## src/rtl/commit_trace_collector.sv

```systemverilog
// Observer for the CPU commit/monitor tap: trace FIFO, shadow register file
// and saturating pipeline-event counters. Never back-pressures the core.
module commit_trace_collector #(
  parameter int DEPTH = 16,
  parameter int CNT_W = 32
) (
  input  logic                      clk,
  input  logic                      rst,
  input  logic                      commit_valid,
  input  logic [4:0]                commit_rd,
  input  logic [31:0]               commit_wdata,
  input  logic [1:0]                mon_forwardA,
  input  logic [1:0]                mon_forwardB,
  input  logic                      mon_stall,
  input  logic                      mon_branch_taken,
  input  logic                      enable,
  input  logic                      clear,
  output logic                      trc_valid,
  input  logic                      trc_ready,
  output logic [15:0]               trc_seq,
  output logic [4:0]                trc_rd,
  output logic [31:0]               trc_wdata,
  input  logic [4:0]                q_addr,
  output logic [31:0]               q_data,
  output logic [$clog2(DEPTH):0]    fifo_level,
  output logic                      ovf,
  output logic [CNT_W-1:0]          cnt_commit,
  output logic [CNT_W-1:0]          cnt_stall,
  output logic [CNT_W-1:0]          cnt_branch,
  output logic [CNT_W-1:0]          cnt_fwd,
  output logic [CNT_W-1:0]          cnt_drop
);

  localparam int AW = $clog2(DEPTH);
  localparam int LW = AW + 1;
  localparam logic [LW-1:0] FULL_LVL = LW'(DEPTH);

  function automatic logic [CNT_W-1:0] sat_inc(input logic [CNT_W-1:0] v, input logic inc);
    if (inc && (v != {CNT_W{1'b1}})) begin
      return v + CNT_W'(1);
    end else begin
      return v;
    end
  endfunction

  logic [15:0]     fifo_seq_q   [DEPTH];
  logic [4:0]      fifo_rd_q    [DEPTH];
  logic [31:0]     fifo_wdata_q [DEPTH];
  logic [31:0]     shadow_q     [32];

  logic [AW-1:0]   wr_ptr_q, wr_ptr_d, rd_ptr_q, rd_ptr_d;
  logic [LW-1:0]   level_q, level_d;
  logic [15:0]     seq_q, seq_d;
  logic            ovf_q, ovf_d;
  logic [CNT_W-1:0] cnt_commit_q, cnt_commit_d, cnt_stall_q, cnt_stall_d;
  logic [CNT_W-1:0] cnt_branch_q, cnt_branch_d, cnt_fwd_q, cnt_fwd_d;
  logic [CNT_W-1:0] cnt_drop_q, cnt_drop_d;

  logic acc_s, pop_s, push_s, drop_s, full_s, fwd_any_s, valid_s;

  assign valid_s   = (level_q != LW'(0));
  assign full_s    = (level_q == FULL_LVL);
  assign acc_s     = enable & commit_valid & (commit_rd != 5'd0);
  assign pop_s     = valid_s & trc_ready;
  // A full FIFO still takes the record if the head leaves in the same cycle.
  assign push_s    = acc_s & (~full_s | pop_s) & ~clear;
  assign drop_s    = acc_s & full_s & ~pop_s;
  assign fwd_any_s = (mon_forwardA != 2'b00) | (mon_forwardB != 2'b00);

  // Next-state for pointers, level, sequence number, overflow flag and counters.
  always_comb begin
    wr_ptr_d     = wr_ptr_q;
    rd_ptr_d     = rd_ptr_q;
    level_d      = level_q;
    seq_d        = seq_q;
    ovf_d        = ovf_q;
    cnt_commit_d = cnt_commit_q;
    cnt_stall_d  = cnt_stall_q;
    cnt_branch_d = cnt_branch_q;
    cnt_fwd_d    = cnt_fwd_q;
    cnt_drop_d   = cnt_drop_q;
    if (clear) begin
      wr_ptr_d     = AW'(0);
      rd_ptr_d     = AW'(0);
      level_d      = LW'(0);
      seq_d        = 16'd0;
      ovf_d        = 1'b0;
      cnt_commit_d = CNT_W'(0);
      cnt_stall_d  = CNT_W'(0);
      cnt_branch_d = CNT_W'(0);
      cnt_fwd_d    = CNT_W'(0);
      cnt_drop_d   = CNT_W'(0);
    end else begin
      if (pop_s) begin
        rd_ptr_d = rd_ptr_q + AW'(1);
      end else begin
        rd_ptr_d = rd_ptr_q;
      end
      if (push_s) begin
        wr_ptr_d = wr_ptr_q + AW'(1);
      end else begin
        wr_ptr_d = wr_ptr_q;
      end
      case ({push_s, pop_s})
        2'b10:   level_d = level_q + LW'(1);
        2'b01:   level_d = level_q - LW'(1);
        default: level_d = level_q;
      endcase
      if (acc_s) begin
        seq_d = seq_q + 16'd1;
      end else begin
        seq_d = seq_q;
      end
      if (drop_s) begin
        ovf_d = 1'b1;
      end else begin
        ovf_d = ovf_q;
      end
      cnt_commit_d = sat_inc(cnt_commit_q, acc_s);
      cnt_stall_d  = sat_inc(cnt_stall_q, enable & mon_stall);
      cnt_branch_d = sat_inc(cnt_branch_q, enable & mon_branch_taken);
      cnt_fwd_d    = sat_inc(cnt_fwd_q, enable & fwd_any_s);
      cnt_drop_d   = sat_inc(cnt_drop_q, drop_s);
    end
  end

  // Control and counter state register.
  always_ff @(posedge clk or posedge rst) begin
    if (rst) begin
      wr_ptr_q     <= AW'(0);
      rd_ptr_q     <= AW'(0);
      level_q      <= LW'(0);
      seq_q        <= 16'd0;
      ovf_q        <= 1'b0;
      cnt_commit_q <= CNT_W'(0);
      cnt_stall_q  <= CNT_W'(0);
      cnt_branch_q <= CNT_W'(0);
      cnt_fwd_q    <= CNT_W'(0);
      cnt_drop_q   <= CNT_W'(0);
    end else begin
      wr_ptr_q     <= wr_ptr_d;
      rd_ptr_q     <= rd_ptr_d;
      level_q      <= level_d;
      seq_q        <= seq_d;
      ovf_q        <= ovf_d;
      cnt_commit_q <= cnt_commit_d;
      cnt_stall_q  <= cnt_stall_d;
      cnt_branch_q <= cnt_branch_d;
      cnt_fwd_q    <= cnt_fwd_d;
      cnt_drop_q   <= cnt_drop_d;
    end
  end

  // Trace FIFO storage; contents are only meaningful below the level count.
  always_ff @(posedge clk) begin
    if (push_s) begin
      fifo_seq_q[wr_ptr_q]   <= seq_q;
      fifo_rd_q[wr_ptr_q]    <= commit_rd;
      fifo_wdata_q[wr_ptr_q] <= commit_wdata;
    end
  end

  // Shadow register file, cleared by both reset and clear.
  always_ff @(posedge clk or posedge rst) begin
    if (rst) begin
      for (int i = 0; i < 32; i++) shadow_q[i] <= 32'd0;
    end else if (clear) begin
      for (int i = 0; i < 32; i++) shadow_q[i] <= 32'd0;
    end else if (acc_s) begin
      shadow_q[commit_rd] <= commit_wdata;
    end
  end

  assign trc_valid  = valid_s;
  // Head fields are forced to zero when empty so reset/clear show all-zero outputs.
  assign trc_seq    = valid_s ? fifo_seq_q[rd_ptr_q]   : 16'd0;
  assign trc_rd     = valid_s ? fifo_rd_q[rd_ptr_q]    : 5'd0;
  assign trc_wdata  = valid_s ? fifo_wdata_q[rd_ptr_q] : 32'd0;
  assign q_data     = (q_addr == 5'd0) ? 32'd0 : shadow_q[q_addr];
  assign fifo_level = level_q;
  assign ovf        = ovf_q;
  assign cnt_commit = cnt_commit_q;
  assign cnt_stall  = cnt_stall_q;
  assign cnt_branch = cnt_branch_q;
  assign cnt_fwd    = cnt_fwd_q;
  assign cnt_drop   = cnt_drop_q;

endmodule

```

## config.mk

```make
export PLATFORM = sky130hd
export DESIGN_NAME = commit_trace_collector
export DESIGN_NICKNAME = d
export VERILOG_FILES = /design/src/rtl/commit_trace_collector.sv
export SDC_FILE = /design/constraint.sdc
export NUM_CORES = 2
export LEC_CHECK = 0
export BUFFER_PORTS_ARGS = -buffer_cell sky130_fd_sc_hd__buf_2
export CAP_MARGIN = 5
export CELL_PAD_IN_SITES_DETAIL_PLACEMENT = 0
export CELL_PAD_IN_SITES_GLOBAL_PLACEMENT = 1
export CORE_ASPECT_RATIO = 1.75
export CORE_MARGIN = 4
export CORE_UTILIZATION = 35
export DETAILED_ROUTE_END_ITERATION = 10
export GPL_TIMING_DRIVEN = 0
export PLACE_DENSITY_LB_ADDON = 0.08
export SETUP_SLACK_MARGIN = 0.3
export SYNTH_ARGS = -nofsm -noshare
export SYNTH_HDL_FRONTEND = slang
export SYNTH_SLANG_ARGS = --single-unit
```

## constraint.sdc

```tcl
create_clock -name clk -period 57.3 [get_ports clk]
set_clock_uncertainty 0.05 [all_clocks]
set_input_delay 8.595 -clock clk [delete_from_list [all_inputs] [get_ports clk]]
set_output_delay 8.595 -clock clk [all_outputs]
set_load 0.02 [all_outputs]
```

==> results.md <==
- Outcome: finished, violations left
- Violations in the final reports: antenna rules
- Maximum number of pins on one net before global-route repair: 125
- Clock Latency Late Sink: 0.86 ns
- Top delay family on crit path: buffers and inverters
- Cell type of the slowest stage on the worst timing path: clkbuf_1
- Period Utilization, post-route: 0.368
- Total congestion overflow after global routing: 0
- Setup Fix Bufs, Post-CTS: 0
- Setup crit end kind: output port
- Cell with the most instances on the worst path: clkbuf_1
- Proportion of layout cells with a drive suffix above 1: 0.161
- Worst setup endpoint: q_data[21]
- Max Fanout on Critical Path: 10
- Max stage delay on crit path: 1.04 ns
- Crit path time final: 21.07 ns
- Final Slew Violations: 0
- Total setup violations reported at the end of the flow: 0
- Area taken by multi-input logic gates: 0.0328 mm2
- Pwr per Cell Area: 32.8 mW/mm2
- Die height: 683 um
- Final Net Count: 8101
- Total placed instance area: 0.0977 mm2
- Root cell of the clock tree: clkbuf_16
- Startpoint type of the worst setup path: input pin
- Setup repair after global routing missed its margin: false
- Clock tree from TritonCTS: built
- HP Class: reg -> reg
- Routed wire length: 324000 um
- Area Growth Syn to Fin: 14.8%
- Fill cells: 24770
- CTS clk-pin slew, worst paths: 0.06 ns
- Global-route wire length before repair: 466000 um
- Core Box Area: 0.259 mm2
- Depth of the worst register-to-register path: 8
- Count of buffer and inverter cells on the critical path: 5
- Leakage power figure: 38.4 nW
- Global placer's final weighted congestion: 0.871
- Effective utilization at floorplan: 0.352
- Residual antenna-violating net count after detailed routing: 1
- Residual DRC: 0
- FF-to-FF Start: fifo_level[1]$_DFFE_PP0P_
- Stages on worst setup path: 9
- Post-synth net total: 7556
- Post-layout instance area: 0.105 mm2
- Mapped Avg Cell Area: 12.2 um2
- Relative slew slack: 0.118
- Area of the mapped netlist: 0.0910 mm2
- Flop and latch count out of synthesis: 2062
- Chip width: 394 um
- Worst supply voltage drop on vdd: 25.4 uV
- Core Rows: 247
- Number of instances in the synthesized netlist: 7489
- Post-DR vias/cell: 5.31
- Critical Path AT: 12.43 ns
- Hold-fix buffers at CTS: 0
- Count of pins on the block boundary: 306
- DIE AREA: 0.269 mm2
- Total clock sinks: 2062
- Number of buffers on the longest clock path: 4
- Ordered list of cells on the worst path: clkbuf_1, buf_2, clkbuf_1, clkbuf_1, mux4_2, mux2i_1, o22ai_1, a21o_1, buf_2
- Number of optimization iterations in the first detailed-route pass: 5
- Iteration-0 DRC Markers: 4069
- Number of buffers added by the clock tree synthesis step: 209
- Average routed wire per standard cell: 28.0 um
- Antenna violations before repair: 12
- Top cells by area, synth: dfrtp_1, edfxtp_1, mux4_2
- Number of enable flip-flop cells after synthesis: 848
- Most area-hungry cell type in the Yosys netlist: dfrtp_1
- Setup crit start: q_addr[1]
- Vias in the first global route: 65218
- Top achievable clock speed: 47.5 MHz
- H-tree level count: 4
- Share of the synthesized area in the top cell type: 0.334
- Slew @ Worst Pin: 1.32 ns
- Detail Placement HPWL: 243000 um
- Routed vias: 61484
- Synth cell types: 66
- R2R setup slack: 53.77 ns
- Combined flip-flop and latch cell area: 0.0558 mm2
- Crit path required time: 48.66 ns
- Total design power: 3.43 mW
- Synth warnings: 0
- Async SR Flop Fraction: 0.589
- Port Buf Inserts: 299
- Final Hold Vio Count: 0
- GR Util All Layers: 0.239
- Critical path start-end classification: in -> out
- Critical R2R Capture: fifo_wdata_q[8][12]$_DFFE_PP_
- Share of the yosys chip area belonging to registers: 0.613
- Top_reg_cell synth: dfrtp_1
- Number of max-cap violations: 0
- Resized cells post-CTS: 0
==> report_power, final <==
group          total, mW  internal (mW)  leakage, nW  switching [mW]
combinational      0.477          0.177         10.3           0.300
sequential          1.55           1.54         24.8         0.00522
clock               1.41          0.799         3.34           0.608
total               3.43           2.52         38.4           0.913
==> state kept, by name (all words and copies together), names as in the netlist <==
signal and count:
shadow_q 1024, cnt_drop 32, cnt_commit 32, fifo_rd_q 80, rd_ptr_q 4, ovf 1
cnt_branch 32, seq_q 16, cnt_stall 32, fifo_seq_q 256, wr_ptr_q 4, cnt_fwd 32
fifo_level 5, fifo_wdata_q 512
==> worst min path at each step <==
| stage | depth (start not counted) | from | slack (ns) | end |
|---|---|---|---|---|
| 2_1_floorplan | 1 | shadow_q[1000]$_DFFE_PP0P_ | 0.41 | shadow_q[1000]$_DFFE_PP0P_ |
| 3_3_place_gp | 1 | shadow_q[1013]$_DFFE_PP0P_ | 0.43 | shadow_q[1013]$_DFFE_PP0P_ |
| 3_5_place_dp | 1 | shadow_q[1013]$_DFFE_PP0P_ | 0.43 | shadow_q[1013]$_DFFE_PP0P_ |
| 4_1_cts | 1 | shadow_q[1011]$_DFFE_PP0P_ | 0.45 | shadow_q[1011]$_DFFE_PP0P_ |
| 5_1_grt | 1 | shadow_q[1011]$_DFFE_PP0P_ | 0.46 | shadow_q[1011]$_DFFE_PP0P_ |
| 6_report | 1 | shadow_q[1011]$_DFFE_PP0P_ | 0.44 | shadow_q[1011]$_DFFE_PP0P_ |
==> placed cells by master, fill, tap and decap left out, drive strengths merged, types with 14 or more instances in the layout <==
cell / n
nand4: 46
a21oi: 1114
or4: 56
o21ai: 63
bufinv: 16
nand3: 81
o22ai: 32
and4: 14
nor3: 29
clkinv: 43
edfxtp: 848
o31ai: 57
buf: 415
xnor2: 16
diode: 17
nor2: 120
mux4: 553
a21o: 35
and2: 77
mux2i: 70
or3: 68
nor4: 30
inv: 37
dfrtp: 1214
clkbuf: 838
mux2: 22
xor2: 15
nor2b: 53
and3: 20
nand2: 2098
==> stage by stage <==
step | std cells | hold WS (ns) | worst slack (ns) | util | setup TNS [ns]
CTS | 11563 | 0.451 | 36.19 | 0.404 | 0
global placement | 11149 | 0.430 | -2.22 | 0.374 | -1777.73
detailed placement | 11184 | 0.430 | 36.20 | 0.378 | 0
global route | 11566 | 0.465 | 36.19 | 0.404 | 0
finish | 11580 | 0.444 | 36.23 | 0.404 | 0
floorplan | 7489 | 0.410 | 14.45 | - | 0
==> synthesized netlist by cell type, types with 35 or more instances <==
library cell / n
nand2_1: 2098
dfrtp_1: 1214
a21oi_1: 1114
edfxtp_1: 848
mux4_2: 553
clkbuf_1: 533
nor2_1: 120
nand3_1: 80
and2_1: 77
mux2i_1: 70
or3_1: 68
o21ai_0: 63
o31ai_1: 56
or4_1: 56
nor2b_1: 53
nand4_1: 46
buf_2: 45
a21o_1: 35
buf_1: 35
==> worst reg2reg max path, cell delays in order (launching register included) <==
cell and delay, ns:
dfrtp_1 0.36, clkbuf_1 0.35, or4_1 0.25, nor3_1 0.11
nor3_1 0.35, nand3b_1 0.41, nor2_4 0.76, buf_12 0.29
buf_12 0.26
==> logic make-up after synthesis <==
logic type,after synthesis,synth area share
mux,645,0.147
flops,2062,0.613
xor+xnor,31,0.00298
simple gates,2731,0.127
fa+ha+maj,13,0.00179
compound gates,1359,0.0800
buf+inv,648,0.0274
==> per-layer routing <==
| metal | part of all wire | global-route usage | vias to the layer above |
|---|---|---|---|
| li1 | - | - | 28050 |
| met1 | 0.35 | 0.249 | 31661 |
| met2 | 0.56 | 0.470 | 1268 |
| met3 | 0.034 | 0.0258 | 501 |
| met4 | 0.058 | 0.116 | 4 |
| met5 | 0.00063 | 0 | - |
==> final cells by class <==
cell class                 instances  area share
sequential                      2062       0.534
multi-input combinational       4779       0.314
buffer                           615      0.0228
timing repair buffer             334      0.0223
inverter                          33     0.00126
antenna                           17    0.000407
clock inverter                    75     0.00778
tap                             3361      0.0402
clock buffer                     304      0.0576
Note: power is estimated with default switching activity, not from simulation.
